### src/rtl/fetch_realigner_if.sv
// Handshake bundle between the fetch stage and the realigner.
interface fetch_realigner_if #(
   parameter int FETCH_WIDTH = 64,
   parameter int VLEN        = 64
);
   localparam int IPF = FETCH_WIDTH / 16;

   logic                          flush_i;
   logic                          fetch_valid_i;
   logic                          fetch_ready_o;
   logic [VLEN-1:0]               fetch_addr_i;
   logic [FETCH_WIDTH-1:0]        fetch_data_i;
   logic [IPF-1:0]                instr_valid_o;
   logic [IPF-1:0][VLEN-1:0]      instr_addr_o;
   logic [IPF-1:0][31:0]          instr_o;
   logic                          instr_ready_i;
   logic                          serving_unaligned_o;

   modport slave (
      input  flush_i, fetch_valid_i, fetch_addr_i, fetch_data_i, instr_ready_i,
      output fetch_ready_o, instr_valid_o, instr_addr_o, instr_o, serving_unaligned_o
   );

   modport master (
      output flush_i, fetch_valid_i, fetch_addr_i, fetch_data_i, instr_ready_i,
      input  fetch_ready_o, instr_valid_o, instr_addr_o, instr_o, serving_unaligned_o
   );
endinterface

### src/rtl/fetch_realigner.sv
// Splits aligned fetch blocks into up to IPF RVI/RVC instructions; REALIGN_PERF_EN adds perf_straddle_o.
// Latency: zero cycles, outputs are combinational from the current block and the carry register.
// Backpressure: block consumed on fetch_valid_i & fetch_ready_o; carry holds while not consumed.
module fetch_realigner #(
   parameter int FETCH_WIDTH = 64,
   parameter int VLEN        = 64
) (
   input  logic               clk_i,
   input  logic               rst_i,
`ifdef REALIGN_PERF_EN
   output logic [31:0]        perf_straddle_o,
`endif
   fetch_realigner_if.slave   bus
);
   localparam int IPF  = FETCH_WIDTH / 16;
   localparam int OFFW = $clog2(FETCH_WIDTH / 8);
   localparam int SW   = $clog2(IPF);

   logic [IPF-1:0][15:0]     hw;
   logic [SW-1:0]            h0;
   logic [VLEN-1:0]          base;

   logic                     carry_q;
   logic [15:0]              carry_instr_q;
   logic [VLEN-1:0]          carry_addr_q;

   logic [IPF-1:0]           slot_vld;
   logic [IPF-1:0][31:0]     slot_dat;
   logic [IPF-1:0][VLEN-1:0] slot_addr;
   logic                     carry_nxt;
   logic                     show;
   logic                     consume;

   assign hw   = bus.fetch_data_i;
   assign h0   = bus.fetch_addr_i[OFFW-1:1];
   assign base = bus.fetch_addr_i & ~(VLEN'(FETCH_WIDTH / 8) - VLEN'(1));

   always_comb begin
      logic [SW-1:0] n;
      logic          skip;
      slot_vld  = '0;
      slot_dat  = '0;
      slot_addr = '0;
      carry_nxt = 1'b0;
      n         = '0;
      skip      = 1'b0;
      // A carried upper half only joins a block that continues at halfword 0.
      if (carry_q && h0 == '0) begin
         slot_vld[0]  = 1'b1;
         slot_dat[0]  = {hw[0], carry_instr_q};
         slot_addr[0] = carry_addr_q;
         n            = SW'(1);
         skip         = 1'b1;
      end
      for (int k = 0; k < IPF; k++) begin
         if (skip) begin
            skip = 1'b0;
         end else if (SW'(k) >= h0) begin
            if (hw[k][1:0] != 2'b11) begin
               slot_vld[n]  = 1'b1;
               slot_dat[n]  = {16'h0000, hw[k]};
               slot_addr[n] = base + VLEN'(2 * k);
               n            = n + SW'(1);
            end else if (k < IPF - 1) begin
               slot_vld[n]  = 1'b1;
               slot_dat[n]  = {hw[(k + 1) % IPF], hw[k]};
               slot_addr[n] = base + VLEN'(2 * k);
               n            = n + SW'(1);
               skip         = 1'b1;
            end else begin
               carry_nxt = 1'b1;
            end
         end
      end
   end

   assign show    = bus.fetch_valid_i & ~bus.flush_i;
   assign consume = bus.fetch_valid_i & bus.fetch_ready_o;

   assign bus.instr_valid_o       = show ? slot_vld  : '0;
   assign bus.instr_o             = show ? slot_dat  : '0;
   assign bus.instr_addr_o        = show ? slot_addr : '0;
   // A block yielding no slots only feeds the carry, so it never waits on downstream.
   assign bus.fetch_ready_o       = bus.instr_ready_i | bus.flush_i | (bus.fetch_valid_i & ~|slot_vld);
   assign bus.serving_unaligned_o = carry_q;

   always_ff @(posedge clk_i) begin
      if (rst_i) begin
         carry_q       <= 1'b0;
         carry_instr_q <= '0;
         carry_addr_q  <= '0;
      end else if (bus.flush_i) begin
         carry_q <= 1'b0;
      end else if (consume) begin
         carry_q       <= carry_nxt;
         carry_instr_q <= hw[IPF-1];
         carry_addr_q  <= base + VLEN'(2 * (IPF - 1));
      end
   end

`ifdef REALIGN_PERF_EN
   logic [31:0] perf_q;

   always_ff @(posedge clk_i) begin
      if (rst_i) begin
         perf_q <= '0;
      end else if (consume && !bus.flush_i && carry_nxt && perf_q != 32'hFFFF_FFFF) begin
         perf_q <= perf_q + 32'd1;
      end
   end

   assign perf_straddle_o = perf_q;
`endif
endmodule
### src/flat_wrapper.sv
// flat-port wrapper written by rule: the top's interface ports become plain ports
module fetch_realigner_flat 
#(
   parameter int FETCH_WIDTH = 64,
   parameter int VLEN        = 64
)
  (clk_i, rst_i, bus_flush_i, bus_fetch_valid_i, bus_fetch_addr_i, bus_fetch_data_i, bus_instr_ready_i, bus_fetch_ready_o, bus_instr_valid_o, bus_instr_addr_o, bus_instr_o, bus_serving_unaligned_o);
  fetch_realigner_if #(.FETCH_WIDTH(FETCH_WIDTH), .VLEN(VLEN)) bus_i ();
  input  logic clk_i;
  input  logic rst_i;
  input wire logic [$bits(bus_i.flush_i)-1:0] bus_flush_i;
  input wire logic [$bits(bus_i.fetch_valid_i)-1:0] bus_fetch_valid_i;
  input wire logic [$bits(bus_i.fetch_addr_i)-1:0] bus_fetch_addr_i;
  input wire logic [$bits(bus_i.fetch_data_i)-1:0] bus_fetch_data_i;
  input wire logic [$bits(bus_i.instr_ready_i)-1:0] bus_instr_ready_i;
  output wire logic [$bits(bus_i.fetch_ready_o)-1:0] bus_fetch_ready_o;
  output wire logic [$bits(bus_i.instr_valid_o)-1:0] bus_instr_valid_o;
  output wire logic [$bits(bus_i.instr_addr_o)-1:0] bus_instr_addr_o;
  output wire logic [$bits(bus_i.instr_o)-1:0] bus_instr_o;
  output wire logic [$bits(bus_i.serving_unaligned_o)-1:0] bus_serving_unaligned_o;
  assign bus_i.flush_i = bus_flush_i;
  assign bus_i.fetch_valid_i = bus_fetch_valid_i;
  assign bus_i.fetch_addr_i = bus_fetch_addr_i;
  assign bus_i.fetch_data_i = bus_fetch_data_i;
  assign bus_i.instr_ready_i = bus_instr_ready_i;
  assign bus_fetch_ready_o = bus_i.fetch_ready_o;
  assign bus_instr_valid_o = bus_i.instr_valid_o;
  assign bus_instr_addr_o = bus_i.instr_addr_o;
  assign bus_instr_o = bus_i.instr_o;
  assign bus_serving_unaligned_o = bus_i.serving_unaligned_o;
  fetch_realigner #(.FETCH_WIDTH(FETCH_WIDTH), .VLEN(VLEN)) u_core (.clk_i(clk_i), .rst_i(rst_i), .bus(bus_i));
endmodule
### config.mk
export PLATFORM = sky130hd
export DESIGN_NAME = fetch_realigner_flat
export DESIGN_NICKNAME = d
export VERILOG_FILES = /design/src/rtl/fetch_realigner_if.sv /design/src/rtl/fetch_realigner.sv /design/src/flat_wrapper.sv
export SDC_FILE = /design/constraint.sdc
export NUM_CORES = 1
export LEC_CHECK = 0
export CAP_MARGIN = 20
export CORE_AREA = 5 5 199 201
export CTS_BUF_LIST = sky130_fd_sc_hd__clkbuf_16
export DETAILED_ROUTE_END_ITERATION = 7
export DIE_AREA = 0 0 204 206
export HOLD_SLACK_MARGIN = 0.02
export SYNTH_ARGS = -nofsm -noshare
export SYNTH_HDL_FRONTEND = slang
export SYNTH_SLANG_ARGS = --single-unit
export TNS_END_PERCENT = 50
### constraint.sdc
create_clock -name clk_i -period 4.6 [get_ports clk_i]
set_clock_uncertainty 0.1 [all_clocks]
set_input_delay 0.92 -clock clk_i [delete_from_list [all_inputs] [get_ports clk_i]]
set_output_delay 0.92 -clock clk_i [all_outputs]
set_load 0.01 [all_outputs]
==> impl_metrics.xml <==
<?xml version="1.0" encoding="UTF-8"?>
<metrics>
  <group name="critical_path">
    <metric name="worst_setup_path_end_kind" unit="">output pin</metric>
    <metric name="worst-path-max-fanout" unit="">4</metric>
    <metric name="critPathArrivalTime" unit="ps">3540</metric>
    <metric name="rr_endpoint" unit="">u_core.bus.serving_unaligned_o$_SDFFE_PP0P_</metric>
    <metric name="setup.worst_path.start_class" unit="">primary input</metric>
    <metric name="path_cells" unit="">dlygate4sd2_1 -&gt; and3b_2 -&gt; nor2_2 -&gt; nor2_2 -&gt; ha_1 -&gt; buf_4 -&gt; o311a_1 -&gt; buf_6 -&gt; buf_4 -&gt; a211oi_4 -&gt; buf_6 -&gt; a22o_1 -&gt; dlygate4sd2_1</metric>
    <metric name="criticalPathCategory" unit="">primary input to output pin</metric>
    <metric name="timing.reg2reg.worst_path_depth" unit="">7</metric>
    <metric name="worst-r2r-setup-slack" unit="ps">2750</metric>
    <metric name="cp_max_stage_cell" unit="">sky130_fd_sc_hd__o311a_1</metric>
    <metric name="max_incr_delay_on_cp" unit="ps">360</metric>
    <metric name="timing.rr.start" unit="">u_core.bus.serving_unaligned_o$_SDFFE_PP0P_</metric>
    <metric name="required" unit="ps">3580</metric>
  </group>
  <group name="synth">
    <metric name="yosys_most_used_dff" unit="">sky130_fd_sc_hd__dfxtp_1</metric>
    <metric name="ys_ff_latch" unit="">79</metric>
    <metric name="synth.top_cells.by_count" unit="">sky130_fd_sc_hd__nand2_1, sky130_fd_sc_hd__nor2_1, sky130_fd_sc_hd__a21oi_1, sky130_fd_sc_hd__clkbuf_1, sky130_fd_sc_hd__dfxtp_1</metric>
    <metric name="synth_simple_gate_area_share" unit="%">29.8</metric>
    <metric name="synth-async-reset-ratio" unit="%">0</metric>
    <metric name="synth.area.mux_share" unit="%">4.06</metric>
    <metric name="count_of_cell_types_in_the_netlist" unit="">66</metric>
    <metric name="synth-edff-count" unit="">0</metric>
    <metric name="synth_top_cells_by_area" unit="">sky130_fd_sc_hd__dfxtp_1, sky130_fd_sc_hd__nand2_1, sky130_fd_sc_hd__a21oi_1</metric>
    <metric name="post_synth_fa_ha_maj_area_fraction" unit="%">0.600</metric>
    <metric name="syn_inst" unit="">1284</metric>
    <metric name="post_synth.cell_area_avg" unit="sq um">6.50</metric>
    <metric name="synth_most_common_cell" unit="">sky130_fd_sc_hd__nand2_1</metric>
    <metric name="synth_top_family_by_area" unit="">compound AO/OA/AOI/OAI gates</metric>
    <metric name="synth.largest_area_cell" unit="">sky130_fd_sc_hd__dfxtp_1</metric>
    <metric name="yosysWarnings" unit="">0</metric>
    <metric name="ys_seq_area_share" unit="%">18.9</metric>
    <metric name="synth_compound_area_share" unit="%">36.7</metric>
    <metric name="netlist_area" unit="sq um">8350</metric>
    <metric name="yosys.area_share.xor_xnor" unit="%">0</metric>
    <metric name="synth_top_cell_area_share" unit="%">18.9</metric>
  </group>
  <group name="global_route">
    <metric name="grt_antenna_before_repair" unit="">2</metric>
    <metric name="global_route.overflow_total" unit="">0</metric>
    <metric name="first_global_vias" unit="">12000</metric>
    <metric name="pin_count_of_the_biggest_net_entering_global_routing" unit="">83</metric>
    <metric name="gr-usage-all-layers" unit="%">22.7</metric>
    <metric name="grt_pass1_wl" unit="mm">74.5</metric>
  </group>
  <group name="timing">
    <metric name="fmaxAchievable" unit="MHz">219</metric>
    <metric name="hold_viol" unit="">0</metric>
    <metric name="final_count_of_pins_violating_max_slew" unit="">0</metric>
    <metric name="final.period_utilization" unit="%">99.1</metric>
    <metric name="rsz0062_at_grt" unit="">true</metric>
    <metric name="hold-worst-slack" unit="ps">355</metric>
    <metric name="fin_tns_setup" unit="ps">0</metric>
    <metric name="setup_violations_final" unit="">0</metric>
    <metric name="timing.max_slew.rel_slack" unit="%">33.7</metric>
    <metric name="tightest_slew" unit="ps">994</metric>
    <metric name="period_minus_slack" unit="ps">4560</metric>
  </group>
  <group name="clock_tree">
    <metric name="cts-buffers-inserted" unit="">9</metric>
    <metric name="cts-root-to-sink-buffers" unit="">2</metric>
    <metric name="clkSlewWorstSetupHoldPaths" unit="ps">70</metric>
    <metric name="cts_hold_repair.buffers" unit="">0</metric>
    <metric name="cts_tree" unit="">yes</metric>
    <metric name="cts_num_sinks" unit="">79</metric>
    <metric name="clock_latency" unit="ps">340</metric>
    <metric name="cts.root.buffer_cell" unit="">sky130_fd_sc_hd__clkbuf_16</metric>
    <metric name="htreeDepth" unit="">3</metric>
  </group>
  <group name="die">
    <metric name="initial_core_util" unit="%">22.3</metric>
    <metric name="die_outline_area" unit="sq um">42000</metric>
    <metric name="die_y" unit="microns">206</metric>
    <metric name="io_pins" unit="">523</metric>
    <metric name="floorplan.core_area" unit="sq um">37400</metric>
    <metric name="chipWidth" unit="microns">204</metric>
    <metric name="placement_rows" unit="">71</metric>
  </group>
  <group name="route">
    <metric name="vias_per_cell" unit="">5.18</metric>
    <metric name="wire_per_inst" unit="microns">22.3</metric>
    <metric name="route.detailed.drc" unit="">0</metric>
    <metric name="dr.first_iter.drc_count" unit="">883</metric>
    <metric name="postRouteWirelength" unit="mm">51.6</metric>
    <metric name="dr_total_vias" unit="">12000</metric>
    <metric name="drt_pass1_iterations" unit="">5</metric>
    <metric name="final_antenna_net_count" unit="">0</metric>
  </group>
  <group name="placement">
    <metric name="dpl.cell_count" unit="">2280</metric>
    <metric name="hpwlAfterDp" unit="mm">38.6</metric>
    <metric name="port_buffers" unit="">517</metric>
    <metric name="gp_congestion" unit="">0.906</metric>
  </group>
  <group name="finish">
    <metric name="finish.net_count" unit="">1928</metric>
    <metric name="non_filler_cells_in_the_finished_layout" unit="">2309</metric>
    <metric name="final_core_occ" unit="%">40.9</metric>
    <metric name="fraction_of_layout_cells_with_a_size_suffix_above_1" unit="%">13.9</metric>
    <metric name="area_growth_synth_to_finish" unit="%">83.2</metric>
  </group>
  <group name="power_and_ir_drop">
    <metric name="pwr-share-seq" unit="%">27.4</metric>
    <metric name="combPwrFrac" unit="%">41.3</metric>
    <metric name="leakage_power" unit="nW">6.94</metric>
    <metric name="power.density" unit="nW/um^2">172</metric>
    <metric name="internal_power" unit="W">0.00167</metric>
    <metric name="p_switching" unit="W">0.000952</metric>
    <metric name="switching_share_of_power" unit="%">36.3</metric>
    <metric name="power.clock.fraction" unit="%">31.3</metric>
    <metric name="worst_ir_drop_vdd" unit="uV">170</metric>
  </group>
  <group name="worst_hold_path">
    <metric name="worst_hold_path_type" unit="">register to register</metric>
    <metric name="holdPathStages" unit="">2</metric>
    <metric name="hold-path-endpoint" unit="">u_core.carry_addr_q[63]$_SDFFE_PP0P_</metric>
    <metric name="hold_start" unit="">u_core.carry_addr_q[63]$_SDFFE_PP0P_</metric>
  </group>
  <group name="job">
    <metric name="cap_viol_max_count" unit="">0</metric>
  </group>
  <group name="status">
    <metric name="run_status" unit="">finished clean</metric>
  </group>
</metrics>
==> timing repair <==
| action | CTS | global route |
|---|---|---|
| setup endpoints to repair | 319 | 244 |
| resized for setup | 156 | 114 |
| setup buffers | 6 | 3 |
| pin swaps | 8 | 7 |
| cloned | 1 | 1 |
==> cell type report <==
type	count	area, sq um
Inverter	22	82.6
Clock buffer	9	225
Antenna cell	2	5.00
Multi-Input combinational cell	1019	6140
Timing Repair Buffer	660	6510
Sequential cell	79	1580
Fill cell	3948	22100
Tap cell	511	639
Clock inverter	7	103
==> routing by layer <==
layer | wire [microns] | part of all wire [%] | vias to the layer above | track usage [%]
met5 | 0 | 0 | - | 0
met2 | 25100 | 49 | 590 | 39.8
met4 | 1930 | 3.7 | 0 | 8.18
met3 | 4190 | 8.1 | 96 | 5.76
met1 | 20400 | 40 | 5708 | 26.9
li1 | - | - | 5560 | -
==> worst max path at each step <==
stage	start	endpoint	slack [ps]	depth (start not counted)
after floorplan	bus_fetch_addr_i[1]	bus_instr_o[65]	130	13
after global placement	bus_fetch_data_i[0]	bus_instr_o[65]	-510	12
after detailed placement	bus_fetch_data_i[1]	bus_instr_o[65]	-510	12
after global routing	bus_fetch_data_i[1]	bus_instr_o[76]	-40	15
after CTS	bus_fetch_data_i[1]	bus_instr_addr_o[47]	2	12
final	bus_fetch_data_i[1]	bus_instr_o[66]	40	13
==> logic make-up (layout without fill, tap and decap cells) <==
kind of cell    after synthesis  in the layout
simple gates                545            545
compound gates              434            434
buf+inv                     189            698
flops                        79             79
mux                          32             32
fa+ha+maj                     4              4
other cells                   1              6
==> power by group through the flow <==
stage | sequential (W) | combinational [W] | clock, W
floorplan | 0.000733 | 0.000480 | 0
global placement | 0.000734 | 0.00108 | 0
detailed placement | 0.000735 | 0.00109 | 0
CTS | 0.000720 | 0.00108 | 0.000852
global route | 0.000722 | 0.00115 | 0.000870
finish | 0.000720 | 0.00108 | 0.000821
==> flip-flops by register name, indices dropped and copies added (netlist names) <==
signal,cells
u_core.bus.serving_unaligned_o,1
u_core.carry_addr_q,62
u_core.carry_instr_q,16
==> layout by cell type, fill, tap and decap left out, types with 7 or more instances in the layout <==
cell type                         Yosys  routed
sky130_fd_sc_hd__o21ai_0             52      52
sky130_fd_sc_hd__mux2_2              15      15
sky130_fd_sc_hd__nand3_1              8       7
sky130_fd_sc_hd__a222oi_1            14      14
sky130_fd_sc_hd__a22oi_1             72      72
sky130_fd_sc_hd__o21bai_1            45      45
sky130_fd_sc_hd__nor2_1             140     136
sky130_fd_sc_hd__nand2_1            242     241
sky130_fd_sc_hd__o211a_1             16      16
sky130_fd_sc_hd__a2bb2oi_2           10      10
sky130_fd_sc_hd__dlygate4sd2_1        0      90
sky130_fd_sc_hd__clkbuf_16            0      10
sky130_fd_sc_hd__nor3b_1             43      38
sky130_fd_sc_hd__o31ai_1             19      18
sky130_fd_sc_hd__a211oi_1            24      23
sky130_fd_sc_hd__buf_4               10     115
sky130_fd_sc_hd__dlymetal6s2s_1       0      60
sky130_fd_sc_hd__o2bb2ai_1           12      12
sky130_fd_sc_hd__buf_2               39       9
sky130_fd_sc_hd__a22o_1               9       9
sky130_fd_sc_hd__buf_12               0      22
sky130_fd_sc_hd__mux2i_1             17      17
sky130_fd_sc_hd__clkbuf_2            10       9
sky130_fd_sc_hd__clkdlybuf4s50_1      0     334
sky130_fd_sc_hd__nor3_1              43      41
sky130_fd_sc_hd__a21oi_1            114     113
sky130_fd_sc_hd__dfxtp_1             79      79
sky130_fd_sc_hd__inv_1               22      22
sky130_fd_sc_hd__clkdlybuf4s15_1      0      13
sky130_fd_sc_hd__and2_1              35      35
==> through the flow <==
step | total power [W] | worst slack [ps] | cell area [sq um]
after CTS | 0.00265 | 2.25 | 15000
after floorplan | 0.00121 | 126 | 8360
final | 0.00263 | 41.0 | 15300
after global routing | 0.00275 | -40.9 | 15300
after detailed placement | 0.00182 | -506 | 14800
after global placement | 0.00182 | -513 | 14800
==> worst max-delay path: cells and delay by family <==
family	cells	cell delay (ps)
AOI/OAI and AO/OA	3	790
adders and majority gates	1	340
buffers and inverters	6	1110
and+or+nand+nor	3	370
Power figures use the tool's default switching activity.
